[src/rtl/spi_pkg.sv]
// Shared SPI definitions: sequencer state encoding, mode bit positions and
// the mode type used by the master FSM, the clock generator and the shifter.
package spi_pkg;

  typedef enum logic [1:0] {
    IDLE = 2'd0,
    RUN  = 2'd1,
    TAIL = 2'd2
  } state_t;

  localparam int CPOL_BIT = 1;
  localparam int CPHA_BIT = 0;

  typedef logic [1:0] spi_mode_t;

endpackage

[src/rtl/spi_sclk_gen_if.sv]
// Control/strobe bundle between the SPI master FSM, the serial-clock
// sequencer and the shift register.
interface spi_sclk_gen_if
  import spi_pkg::*;
#(
  parameter int DIV_W  = 8,
  parameter int BITS_W = 5
);
  logic              start;
  logic              stop;
  logic [DIV_W-1:0]  div;
  spi_mode_t         mode;
  logic [BITS_W-1:0] len;
  logic              sclk;
  logic              rise;
  logic              fall;
  logic              sample;
  logic              shift;
  logic              busy;
  logic              done;

  modport master (
    output start, stop, div, mode, len,
    input  sclk, rise, fall, sample, shift, busy, done
  );

  modport slave (
    input  start, stop, div, mode, len,
    output sclk, rise, fall, sample, shift, busy, done
  );
endinterface

[src/rtl/spi_half_div.sv]
// Half-period counter: holds the latched divisor and counts 0..div_q while
// enabled, flagging the terminal count with a combinational tick.
module spi_half_div #(
  parameter int DIV_W = 8
) (
  input  logic             clk,
  input  logic             rst_n,
  input  logic             en,
  input  logic             clear,
  input  logic             load,
  input  logic [DIV_W-1:0] div,
  output logic             tick
);

  logic [DIV_W-1:0] div_q;
  logic [DIV_W-1:0] cnt;

  // Terminal count is compared against div_q, so the all-ones divisor never overflows
  assign tick = en && (cnt == div_q);

  // Latch the divisor once per frame
  always_ff @(posedge clk or negedge rst_n) begin
    if (!rst_n)    div_q <= '0;
    else if (load) div_q <= div;
  end

  // Count one half-period, wrapping to zero on the tick
  always_ff @(posedge clk or negedge rst_n) begin
    if (!rst_n)      cnt <= '0;
    else if (clear)  cnt <= '0;
    else if (en) begin
      if (tick) cnt <= '0;
      else      cnt <= cnt + 1'b1;
    end
  end

endmodule

[src/rtl/spi_sclk_gen.sv]
// SPI serial-clock and frame sequencer: runtime divisor, all four CPOL/CPHA
// modes, self-timed burst of len+1 bits with sample/shift strobes and abort.
module spi_sclk_gen
  import spi_pkg::*;
#(
  parameter int DIV_W  = 8,
  parameter int BITS_W = 5
) (
  input  logic          clk,
  input  logic          rst_n,
  spi_sclk_gen_if.slave bus
);

  state_t            state, state_d;
  spi_mode_t         mode_q, mode_d;
  logic [BITS_W-1:0] len_q, len_d;
  logic [BITS_W:0]   ec, ec_d;
  logic              sclk_q, sclk_d;
  logic              rise_q, rise_d, fall_q, fall_d;
  logic              sample_q, sample_d, shift_q, shift_d;
  logic              done_q, done_d;
  logic              hd_en, hd_clear, hd_load, tick;
  logic              last_edge, leading;

  spi_half_div #(.DIV_W(DIV_W)) u_half_div (
    .clk   (clk),
    .rst_n (rst_n),
    .en    (hd_en),
    .clear (hd_clear),
    .load  (hd_load),
    .div   (bus.div),
    .tick  (tick)
  );

  // ec holds edges already made, so the upcoming edge is ec+1; edge E is the
  // last one and E-1 = 2*len_q+1 always fits in BITS_W+1 bits
  assign last_edge = (ec == {len_q, 1'b1});
  assign leading   = ~ec[0];

  // Next-state, counter and strobe decode
  always_comb begin
    state_d  = state;
    mode_d   = mode_q;
    len_d    = len_q;
    ec_d     = ec;
    sclk_d   = sclk_q;
    rise_d   = 1'b0;
    fall_d   = 1'b0;
    sample_d = 1'b0;
    shift_d  = 1'b0;
    done_d   = 1'b0;
    hd_en    = 1'b0;
    hd_clear = 1'b0;
    hd_load  = 1'b0;
    case (state)
      IDLE: begin
        sclk_d = bus.mode[CPOL_BIT];
        if (bus.start && !bus.stop) begin
          state_d  = RUN;
          mode_d   = bus.mode;
          len_d    = bus.len;
          ec_d     = '0;
          hd_clear = 1'b1;
          hd_load  = 1'b1;
        end
      end
      RUN: begin
        if (bus.stop) begin
          state_d  = IDLE;
          sclk_d   = mode_q[CPOL_BIT];
          ec_d     = '0;
          hd_clear = 1'b1;
        end else begin
          hd_en = 1'b1;
          if (tick) begin
            sclk_d = ~sclk_q;
            rise_d = ~sclk_q;
            fall_d = sclk_q;
            ec_d   = ec + 1'b1;
            if (mode_q[CPHA_BIT]) begin
              shift_d  = leading;
              sample_d = ~leading;
            end else begin
              sample_d = leading;
              shift_d  = ~leading && !last_edge;
            end
            if (last_edge) begin
              state_d = TAIL;
              ec_d    = '0;
            end
          end
        end
      end
      TAIL: begin
        if (bus.stop) begin
          state_d  = IDLE;
          sclk_d   = mode_q[CPOL_BIT];
          hd_clear = 1'b1;
        end else begin
          hd_en = 1'b1;
          if (tick) begin
            state_d = IDLE;
            done_d  = 1'b1;
          end
        end
      end
      default: state_d = IDLE;
    endcase
  end

  // State, edge counter and registered outputs
  always_ff @(posedge clk or negedge rst_n) begin
    if (!rst_n) begin
      state    <= IDLE;
      ec       <= '0;
      sclk_q   <= 1'b0;
      rise_q   <= 1'b0;
      fall_q   <= 1'b0;
      sample_q <= 1'b0;
      shift_q  <= 1'b0;
      done_q   <= 1'b0;
    end else begin
      state    <= state_d;
      ec       <= ec_d;
      sclk_q   <= sclk_d;
      rise_q   <= rise_d;
      fall_q   <= fall_d;
      sample_q <= sample_d;
      shift_q  <= shift_d;
      done_q   <= done_d;
    end
  end

  // Frame configuration, captured on an accepted start
  always_ff @(posedge clk) begin
    mode_q <= mode_d;
    len_q  <= len_d;
  end

  assign bus.sclk   = sclk_q;
  assign bus.rise   = rise_q;
  assign bus.fall   = fall_q;
  assign bus.sample = sample_q;
  assign bus.shift  = shift_q;
  assign bus.done   = done_q;
  assign bus.busy   = (state != IDLE);

endmodule

[src/flat_wrapper.sv]
// flat-port wrapper written by rule: the top's interface ports become plain ports
module spi_sclk_gen_flat import spi_pkg::*;
#(
  parameter int DIV_W  = 8,
  parameter int BITS_W = 5
)
  (clk, rst_n, bus_start, bus_stop, bus_div, bus_mode, bus_len, bus_sclk, bus_rise, bus_fall, bus_sample, bus_shift, bus_busy, bus_done);
  spi_sclk_gen_if #(.DIV_W(DIV_W), .BITS_W(BITS_W)) bus_i ();
  input  logic clk;
  input  logic rst_n;
  input wire logic [$bits(bus_i.start)-1:0] bus_start;
  input wire logic [$bits(bus_i.stop)-1:0] bus_stop;
  input wire logic [$bits(bus_i.div)-1:0] bus_div;
  input wire logic [$bits(bus_i.mode)-1:0] bus_mode;
  input wire logic [$bits(bus_i.len)-1:0] bus_len;
  output wire logic [$bits(bus_i.sclk)-1:0] bus_sclk;
  output wire logic [$bits(bus_i.rise)-1:0] bus_rise;
  output wire logic [$bits(bus_i.fall)-1:0] bus_fall;
  output wire logic [$bits(bus_i.sample)-1:0] bus_sample;
  output wire logic [$bits(bus_i.shift)-1:0] bus_shift;
  output wire logic [$bits(bus_i.busy)-1:0] bus_busy;
  output wire logic [$bits(bus_i.done)-1:0] bus_done;
  assign bus_i.start = bus_start;
  assign bus_i.stop = bus_stop;
  assign bus_i.div = bus_div;
  assign bus_i.mode = bus_mode;
  assign bus_i.len = bus_len;
  assign bus_sclk = bus_i.sclk;
  assign bus_rise = bus_i.rise;
  assign bus_fall = bus_i.fall;
  assign bus_sample = bus_i.sample;
  assign bus_shift = bus_i.shift;
  assign bus_busy = bus_i.busy;
  assign bus_done = bus_i.done;
  spi_sclk_gen #(.DIV_W(DIV_W), .BITS_W(BITS_W)) u_core (.clk(clk), .rst_n(rst_n), .bus(bus_i));
endmodule
[config.mk]
export PLATFORM = sky130hd
export DESIGN_NAME = spi_sclk_gen_flat
export DESIGN_NICKNAME = d
export VERILOG_FILES = /design/src/rtl/spi_pkg.sv /design/src/rtl/spi_sclk_gen_if.sv /design/src/rtl/spi_half_div.sv /design/src/rtl/spi_sclk_gen.sv /design/src/flat_wrapper.sv
export SDC_FILE = /design/constraint.sdc
export NUM_CORES = 1
export LEC_CHECK = 0
export CAP_MARGIN = 15
export CORE_MARGIN = 1.5
export CORE_UTILIZATION = 54
export CTS_CLUSTER_SIZE = 25
export DETAILED_ROUTE_END_ITERATION = 16
export GPL_TIMING_DRIVEN = 1
export HOLD_SLACK_MARGIN = 0.06
export PLACE_DENSITY = 0.84
export SLEW_MARGIN = 20
export SYNTH_ARGS = -nofsm -noshare
export SYNTH_HDL_FRONTEND = slang
export SYNTH_SLANG_ARGS = --single-unit
[constraint.sdc]
create_clock -name clk -period 2.35 [get_ports clk]
set_clock_uncertainty 0.05 [all_clocks]
set_input_delay 0.47 -clock clk [delete_from_list [all_inputs] [get_ports clk]]
set_output_delay 0.47 -clock clk [all_outputs]
set_load 0.02 [all_outputs]
==> results of run 1 <==
-- stage by stage --
stage	util, %	cell area [um^2]	power [mW]	cells
after floorplan	-	1929	1.735	187
after global placement	66.89	2267	2.009	261
after detailed placement	66.89	2267	2.034	261
after CTS	69.18	2345	2.456	269
after global routing	69.18	2345	2.633	269
final	69.18	2345	2.449	269
-- area by class of cell --
class | instances | area (um^2) | share of cell area [%]
clock inverters | 3 | 41.29 | 1.761
repair buffers | 31 | 294.0 | 12.54
inverters | 7 | 26.28 | 1.121
multi-input cells | 140 | 927.1 | 39.54
clock buffers | 5 | 37.54 | 1.601
well taps | 46 | 57.56 | 2.455
flip-flops and latches | 37 | 960.9 | 40.98
-- registers in the layout, indices dropped and copies added (netlist names) --
name and cells:
u_core.u_half_div.cnt 8, u_core.u_half_div.div_q 8, u_core.ec 6, u_core.len_q 5, u_core.mode_q 2, u_core.state 2, u_core.bus.done 1, u_core.bus.fall 1
u_core.bus.rise 1, u_core.bus.sample 1, u_core.bus.sclk 1, u_core.bus.shift 1
-- layer usage --
metal  global-route usage, %  up-vias  wire, um
li1                        -      713         -
met1                   26.94      674      1665
met2                   31.05       32      1593
met3                   5.586        7       169
met4                   9.444        0        60
met5                       0        -         0
-- logic make-up (layout without fill, tap and decap cells) --
group,after synthesis,in the layout,synth area share [%]
multiplexers,5,5,2.983
flip-flops,37,37,49.81
AND/OR/NAND/NOR,77,77,20.10
adder cells (fa/ha/maj),7,7,4.539
AO/OA/AOI/OAI,31,31,11.35
buffers and inverters,10,46,2.140
XOR/XNOR,20,20,9.079
-- power by group --
group	internal, mW	total [mW]	leakage [nW]	switching [mW]
registers	0.808	0.943	0.464	0.134
clock network	0.220	0.430	0.0389	0.210
logic	0.475	1.08	0.548	0.602
-- worst reg2reg max path, stage by stage (launching register included) --
cell,delay [ns]
dfrtp_1,0.42
inv_1,0.10
ha_1,0.30
nor2b_1,0.17
nand2_1,0.12
nor3_4,0.23
o21a_2,0.22
mux2_2,0.34
-- cell usage in the layout (no fill, tap or decap), types with 6 or more instances in the layout --
master,synthesis,final
nand2_1,34,34
dfrtp_1,30,30
clkdlybuf4s50_1,0,24
xnor2_1,16,16
nor2_1,12,12
a21oi_1,10,10
ha_1,7,7
edfxtp_1,7,7
inv_1,6,6
buf_4,0,6
-- final timing paths --
| check | start | to | slack, ns |
|---|---|---|---|
| min | rst_n | u_core.bus.done | 0.44 |
| min reg2reg | u_core.u_half_div.div_q[6] | u_core.u_half_div.div_q[6] | 0.46 |
| max in group asynchronous | rst_n | u_core.bus.rise | 1.53 |
| max reg2reg | u_core.state[0] | u_core.ec[0] | 0.29 |
| max | u_core.state[0] | bus_busy | 0.19 |
| min in group clk | u_core.u_half_div.div_q[6] | u_core.u_half_div.div_q[6] | 0.46 |
-- what timing repair did --
action                                  4_1_cts  5_1_grt
endpoints found under the setup margin        1        0
resized for setup                             1        0
endpoints found under the hold margin         0        0
==> impl_metrics.csv, run 1 <==
group,metric,value,unit
floorplan,die-area,3941,um^2
yosys,yosys-top-cells-count,"34 x nand2_1, 30 x dfrtp_1, 16 x xnor2_1",
cts,numCtsBuffers,5,
cts,post_cts_buffers,0,
timing,relSlewSlack,70.91,%
placement,pre_cts_slack,0.08479,ns
finish,fin_nets,248,
drt,viasPerCell,5.301,
yosys,synth_area_leader_cell,"dfrtp_1",
worst_setup_path,slowest_stage,"dfrtp_1",
yosys,postSynthCellCount,187,
cts,h-tree-depth,2,
worst_setup_path,end_kind,"primary output",
floorplan,core_area,3390,um^2
cts,clk_pin_slew,0.12,ns
worst_setup_path,cp_common_cell,"inv_1",
worst_setup_path,crit_fanout,4,
yosys,synth-warning-count,0,
worst_setup_path,start_kind,"register",
placement,hpwlAfterDp,2.678,mm
drt,dr.pass1.iters,4,
cts,cts_sinks,37,
job,drv_cap,0,
timing,layout_setup_ws,0.1938,ns
worst_setup_path,path_buf_inv,3,
yosys,async_flop_share,81.08,%
timing,finalHoldViolations,0,
finish,antenna_cells,0,
grt,grt_pass1_vias,1383,
timing,fin_crit_sh,91.75,%
worst_setup_path,arrival,1.64,ns
timing,setup_violations,0,
drt,ant_nets,0,
timing,tightest_slew,0.4330,ns
yosys,ys_ff_latch,37,
yosys,synth_area_leaders,"dfrtp_1 39%, edfxtp_1 11%, xnor2_1 7.3%",
yosys,syn-cell-area,1929,um^2
worst_setup_path,criticalPathCategory,"reg -> out",
floorplan,die_h,62.78,um
cts,ctsHoldBuffers,0,
yosys,avgSynthCellArea,10.32,um^2
timing,finalMaxSlewViolations,0,
grt,antenna_found_initial,0,
finish,drive_gt1_share,9.417,%
grt,grt_pass1_wl,6.154,mm
floorplan,rows,21,
yosys,synth_top_area_share,38.91,%
grt,grt_overflow,0,
worst_hold_path,hold_path_class,"in -> async",
floorplan,die_w,62.78,um
drt,vias,1426,
drt,drtIter0Drc,64,
drt,wl_per_cell,12.96,um
cts,clkLatencyLatePin,0.35,ns
timing,clock.fmax,463.8,MHz
grt,grt_max_degree,31,
outcome,status,"finished, final reports clean",
timing,period_needed,2.156,ns
cts,cts_tree,"built",
worst_setup_path,cp_cell_sequence,"inv_1 > ha_1 > inv_1 > dlygate4sd2_1",
worst_setup_path,cp_data_required_time,1.83,ns
yosys,yosysUniqueCellTypes,40,
finish,n_fill_cell,248,
yosys,synth_most_common_cell,"nand2_1",
yosys,synth_edf_count,7,
worst_setup_path,reg2reg_depth,7,
drt,drc,0,
worst_setup_path,worst_path_dominant_cell_family,"buffers and inverters",
worst_setup_path,path_depth,4,
floorplan,ios,26,
finish,syn_to_final_growth,21.53,%
yosys,synth_nets,213,
timing,fin_setup_tns,0,ns
timing,whs,0.4374,ns
placement,port-buffer-count,25,
yosys,yosysSeqAreaShare,49.81,%
drt,routed_wl,3.487,mm
worst_setup_path,cpPeakStageDelay,0.42,ns
timing,rsz0062_at_grt,"false",
floorplan,initial_core_util,56.92,%
grt,track_usage,20.31,%
power_and_ir_drop,p_per_area,1044,nW/um^2
cts,cts_max_path_buffers,2,
cts,ctsRootBufferMaster,"clkbuf_4",
power_and_ir_drop,ir_drop,0.6311,mV
power_and_ir_drop,p_leak,1.050,nW
placement,routabilityCongestion,0.8660,
yosys,synth-main-ff-cell,"dfrtp_1",
No activity file was read; power rests on OpenSTA's default activity.
==> run 2: changes to the inputs <==
--- a/config.mk
+++ b/config.mk
@@ -7,13 +7,15 @@
 export LEC_CHECK = 0
 export CAP_MARGIN = 15
 export CORE_MARGIN = 1.5
-export CORE_UTILIZATION = 54
+export CORE_UTILIZATION = 45
+export CTS_BUF_LIST = sky130_fd_sc_hd__clkbuf_2
 export CTS_CLUSTER_SIZE = 25
 export DETAILED_ROUTE_END_ITERATION = 16
 export GPL_TIMING_DRIVEN = 1
 export HOLD_SLACK_MARGIN = 0.06
-export PLACE_DENSITY = 0.84
+export PLACE_DENSITY = 0.72
 export SLEW_MARGIN = 20
 export SYNTH_ARGS = -nofsm -noshare
 export SYNTH_HDL_FRONTEND = slang
+export SYNTH_HIERARCHICAL = 1
 export SYNTH_SLANG_ARGS = --single-unit
==> run 2 against run 1 <==
Compared with the run above: sequential share of layout area is 0.76 points lower; worst hold slack got worse by 0.073 ns; first-iteration DRC count increased by 39%; register-to-register slack lost 0.23 ns; final area increased by 2.0%; critical path depth is 4 higher; fmax down 5.7%.
==> impl_metrics.csv, run 2 <==
group,metric,value,unit
drt,viasPerCell,5.299,
finish,drive_gt1_share,22.02,%
worst_setup_path,path_depth,8,
power_and_ir_drop,clkPwrFrac,15.2,%
worst_setup_path,path_buf_inv,1,
worst_setup_path,criticalPathCategory,"reg -> reg",
outcome,status,"finished, final reports clean",
job,drv_cap,0,
finish,multiInputGateArea,917.1,um^2
power_and_ir_drop,combPwrFrac,40.2,%
cts,cts_sinks,37,
yosys,synth_edf_count,7,
power_and_ir_drop,p_seq_share,44.6,%
power_and_ir_drop,p_sw_share,35.20,%
timing,finalHoldViolations,0,
floorplan,die_h,68.23,um
placement,hpwlAfterDp,2.897,mm
yosys,synth_nets,197,
finish,layout_commonest_cell,"dfrtp_1",
worst_hold_path,hold_path_class,"in -> async",
timing,relSlewSlack,69.74,%
yosys,syn-cell-area,1914,um^2
worst_setup_path,slowest_stage,"or4_4",
worst_setup_path,start_kind,"register",
floorplan,rows,23,
yosys,synth_most_common_cell,"dfrtp_1",
cts,clkLatencyLatePin,0.40,ns
drt,drc,0,
power_and_ir_drop,p_int,1.265,mW
yosys,synth-main-ff-cell,"dfrtp_1",
cts,ctsRootBufferMaster,"clkbuf_2",
finish,syn_to_final_growth,24.97,%
cts,cts_max_path_buffers,2,
floorplan,die-area,4655,um^2
yosys,yosysUniqueCellTypes,48,
finish,register_area,962.2,um^2
yosys,synth_top_area_share,39.22,%
floorplan,initial_core_util,47.18,%
worst_setup_path,end_kind,"register",
worst_setup_path,cpPeakStageDelay,0.49,ns
power_and_ir_drop,ir_drop,0.4250,mV
finish,reg_top3,"u_core/u_half_div/cnt x8, u_core/u_half_div/div_q x8, u_core/ec x6",
cts,h-tree-depth,2,
grt,grt_max_degree,31,
finish,antenna_cells,0,
timing,fin_crit_sh,97.29,%
grt,antenna_found_initial,0,
yosys,async_flop_share,81.08,%
cts,numCtsBuffers,5,
cts,clk_pin_slew,0.18,ns
floorplan,ios,26,
worst_setup_path,rr_endpoint,"u_core/ec[4]",
timing,clock.fmax,437.4,MHz
floorplan,core_area,4058,um^2
cts,cts_tree,"built",
worst_setup_path,worst_path_dominant_cell_family,"simple AND/OR/NAND/NOR gates",
drt,drtIter0Drc,89,
timing,finalMaxSlewViolations,0,
drt,ant_nets,0,
drt,routed_wl,3.960,mm
timing,setup_violations,0,
drt,dr.pass1.iters,4,
grt,grt_overflow,0,
grt,track_usage,19.34,%
placement,routabilityCongestion,0.9193,
worst_setup_path,cp_data_required_time,2.65,ns
yosys,postSynthCellCount,172,
timing,tightest_slew,0.4424,ns
floorplan,die_w,68.23,um
yosys,yosys-top-cells-count,"30 x dfrtp_1, 16 x nor2_1, 10 x nand2_1, 10 x xor2_1",
placement,placed_area,2287,um^2
drt,vias,1420,
power_and_ir_drop,p_leak,1.028,nW
finish,final_area,2392,um^2
yosys,ys_ff_latch,37,
worst_setup_path,rrSetupSlack,0.06,ns
finish,n_fill_cell,343,
worst_setup_path,crit_fanout,8,
worst_setup_path,cp_cell_sequence,"xor2_1 > nor4_2 > nand4_2 > inv_2 > nor3b_4 > a211o_4 > or4_4 > a21oi_2",
finish,fin_nets,242,
worst_setup_path,arrival,2.59,ns
yosys,avgSynthCellArea,11.13,um^2
power_and_ir_drop,power.total,1.952,mW
power_and_ir_drop,p_per_area,815.8,nW/um^2
timing,period_needed,2.286,ns
yosys,synth_area_leader_cell,"dfrtp_1",
drt,wl_per_cell,14.78,um
power_and_ir_drop,p_switching,0.6870,mW
yosys,synth_area_leaders,"dfrtp_1 39%, edfxtp_1 11%, mux2_2 5.3%",
yosys,yosysSeqAreaShare,50.20,%
timing,rsz0062_at_grt,"true",
grt,grt_pass1_wl,6.492,mm
finish,layout_common_cells,"29 x dfrtp_1, 24 x clkdlybuf4s50_1, 17 x buf_4",
yosys,synth-warning-count,6,
timing,fin_setup_tns,0,ns
grt,grt_pass1_vias,1412,
placement,port-buffer-count,25,
worst_setup_path,reg2reg_from,"u_core/u_half_div/div_q[5]",
worst_setup_path,reg2reg_depth,8,
==> run 2: cell count changes in the layout (fill, tap and decap cells not counted), sizes merged, moves of 3 or more <==
cell,delta
a21o,-3
and2,-3
buf,+11
clkbuf,+3
mux2,+6
nand2,-24
nand3,-3
nand3b,-3
nor2,+4
xnor2,-7
xor2,+6
==> run 2: layout make-up <==
type	instances	area share [%]
multi-input combinational	122	38.34
sequential	37	40.22
timing repair buffer	42	15.74
clock buffer	8	1.674
inverter	9	1.412
tap	50	2.615
==> run 2: stage by stage <==
step           worst slack [ns]  hold slack (ns)  std cells  utilization [%]
5_1_grt                -0.04966           0.3940        268            58.96
3_5_place_dp            -0.1194           0.4541        255            56.37
6_report                0.06370           0.3643        268            58.96
2_1_floorplan           0.01988           0.1244        172                -
3_3_place_gp           -0.03313           0.4423        255            56.37
4_1_cts                 0.01375           0.3797        264            57.57
==> run 2: what timing repair did <==
| action | in CTS | in global routing |
|---|---|---|
| gates cloned | 0 | 0 |
| resized for setup | 2 | 5 |
| hold buffers | 0 | 0 |
| buffers inserted | 1 | 4 |
| pin swaps | 0 | 2 |
| setup endpoints to repair | 4 | 3 |
==> run 2: how the worst max path moves through the flow <==
stage                          startpoint           end  slack (ns)
2_1_floorplan             u_core/state[0]  u_core/ec[4]        0.02
3_3_place_gp                     bus_stop  u_core/ec[5]       -0.03
5_1_grt        u_core/u_half_div/div_q[5]  u_core/ec[4]       -0.05
3_5_place_dp                     bus_stop  u_core/ec[4]       -0.12
4_1_cts                   u_core/state[0]  u_core/ec[4]        0.01
6_report       u_core/u_half_div/div_q[5]  u_core/ec[4]        0.06
==> run 2: per-layer routing <==
layer | part of all wire, % | wire (um) | up-vias | track usage (%)
met2 | 51 | 2029 | 27 | 33.37
met5 | 0 | 0 | - | 0
met3 | 3.7 | 148 | 6 | 4.934
met1 | 43 | 1711 | 692 | 22.57
met4 | 1.8 | 70 | 0 | 8.500
li1 | - | - | 695 | -
==> run 2: cell families (layout without fill, tap and decap cells) <==
family / after synthesis / count (layout) / synth area share (%)
AND/OR/NAND/NOR: 56 / 56 / 16.73
flip-flops: 37 / 37 / 50.20
AO/OA/AOI/OAI: 31 / 31 / 11.31
XOR/XNOR: 19 / 19 / 8.693
buffers and inverters: 13 / 59 / 3.333
multiplexers: 10 / 10 / 5.817
adder cells (fa/ha/maj): 6 / 6 / 3.921
==> run 2: worst reg2reg max path, stage by stage, from the launching register on <==
cell	delay, ns
dfrtp_1	0.42
xor2_1	0.17
nor4_2	0.34
nand4_2	0.15
inv_2	0.11
nor3b_4	0.05
a211o_4	0.31
or4_4	0.49
a21oi_2	0.14
==> run 2: power by group through the flow <==
stage / logic, mW / registers (mW) / clock network, mW
6_report: 0.785 / 0.870 / 0.296
5_1_grt: 0.862 / 0.885 / 0.328
4_1_cts: 0.750 / 0.871 / 0.304
3_5_place_dp: 0.749 / 0.885 / 0
3_3_place_gp: 0.724 / 0.877 / 0
2_1_floorplan: 0.507 / 0.875 / 0
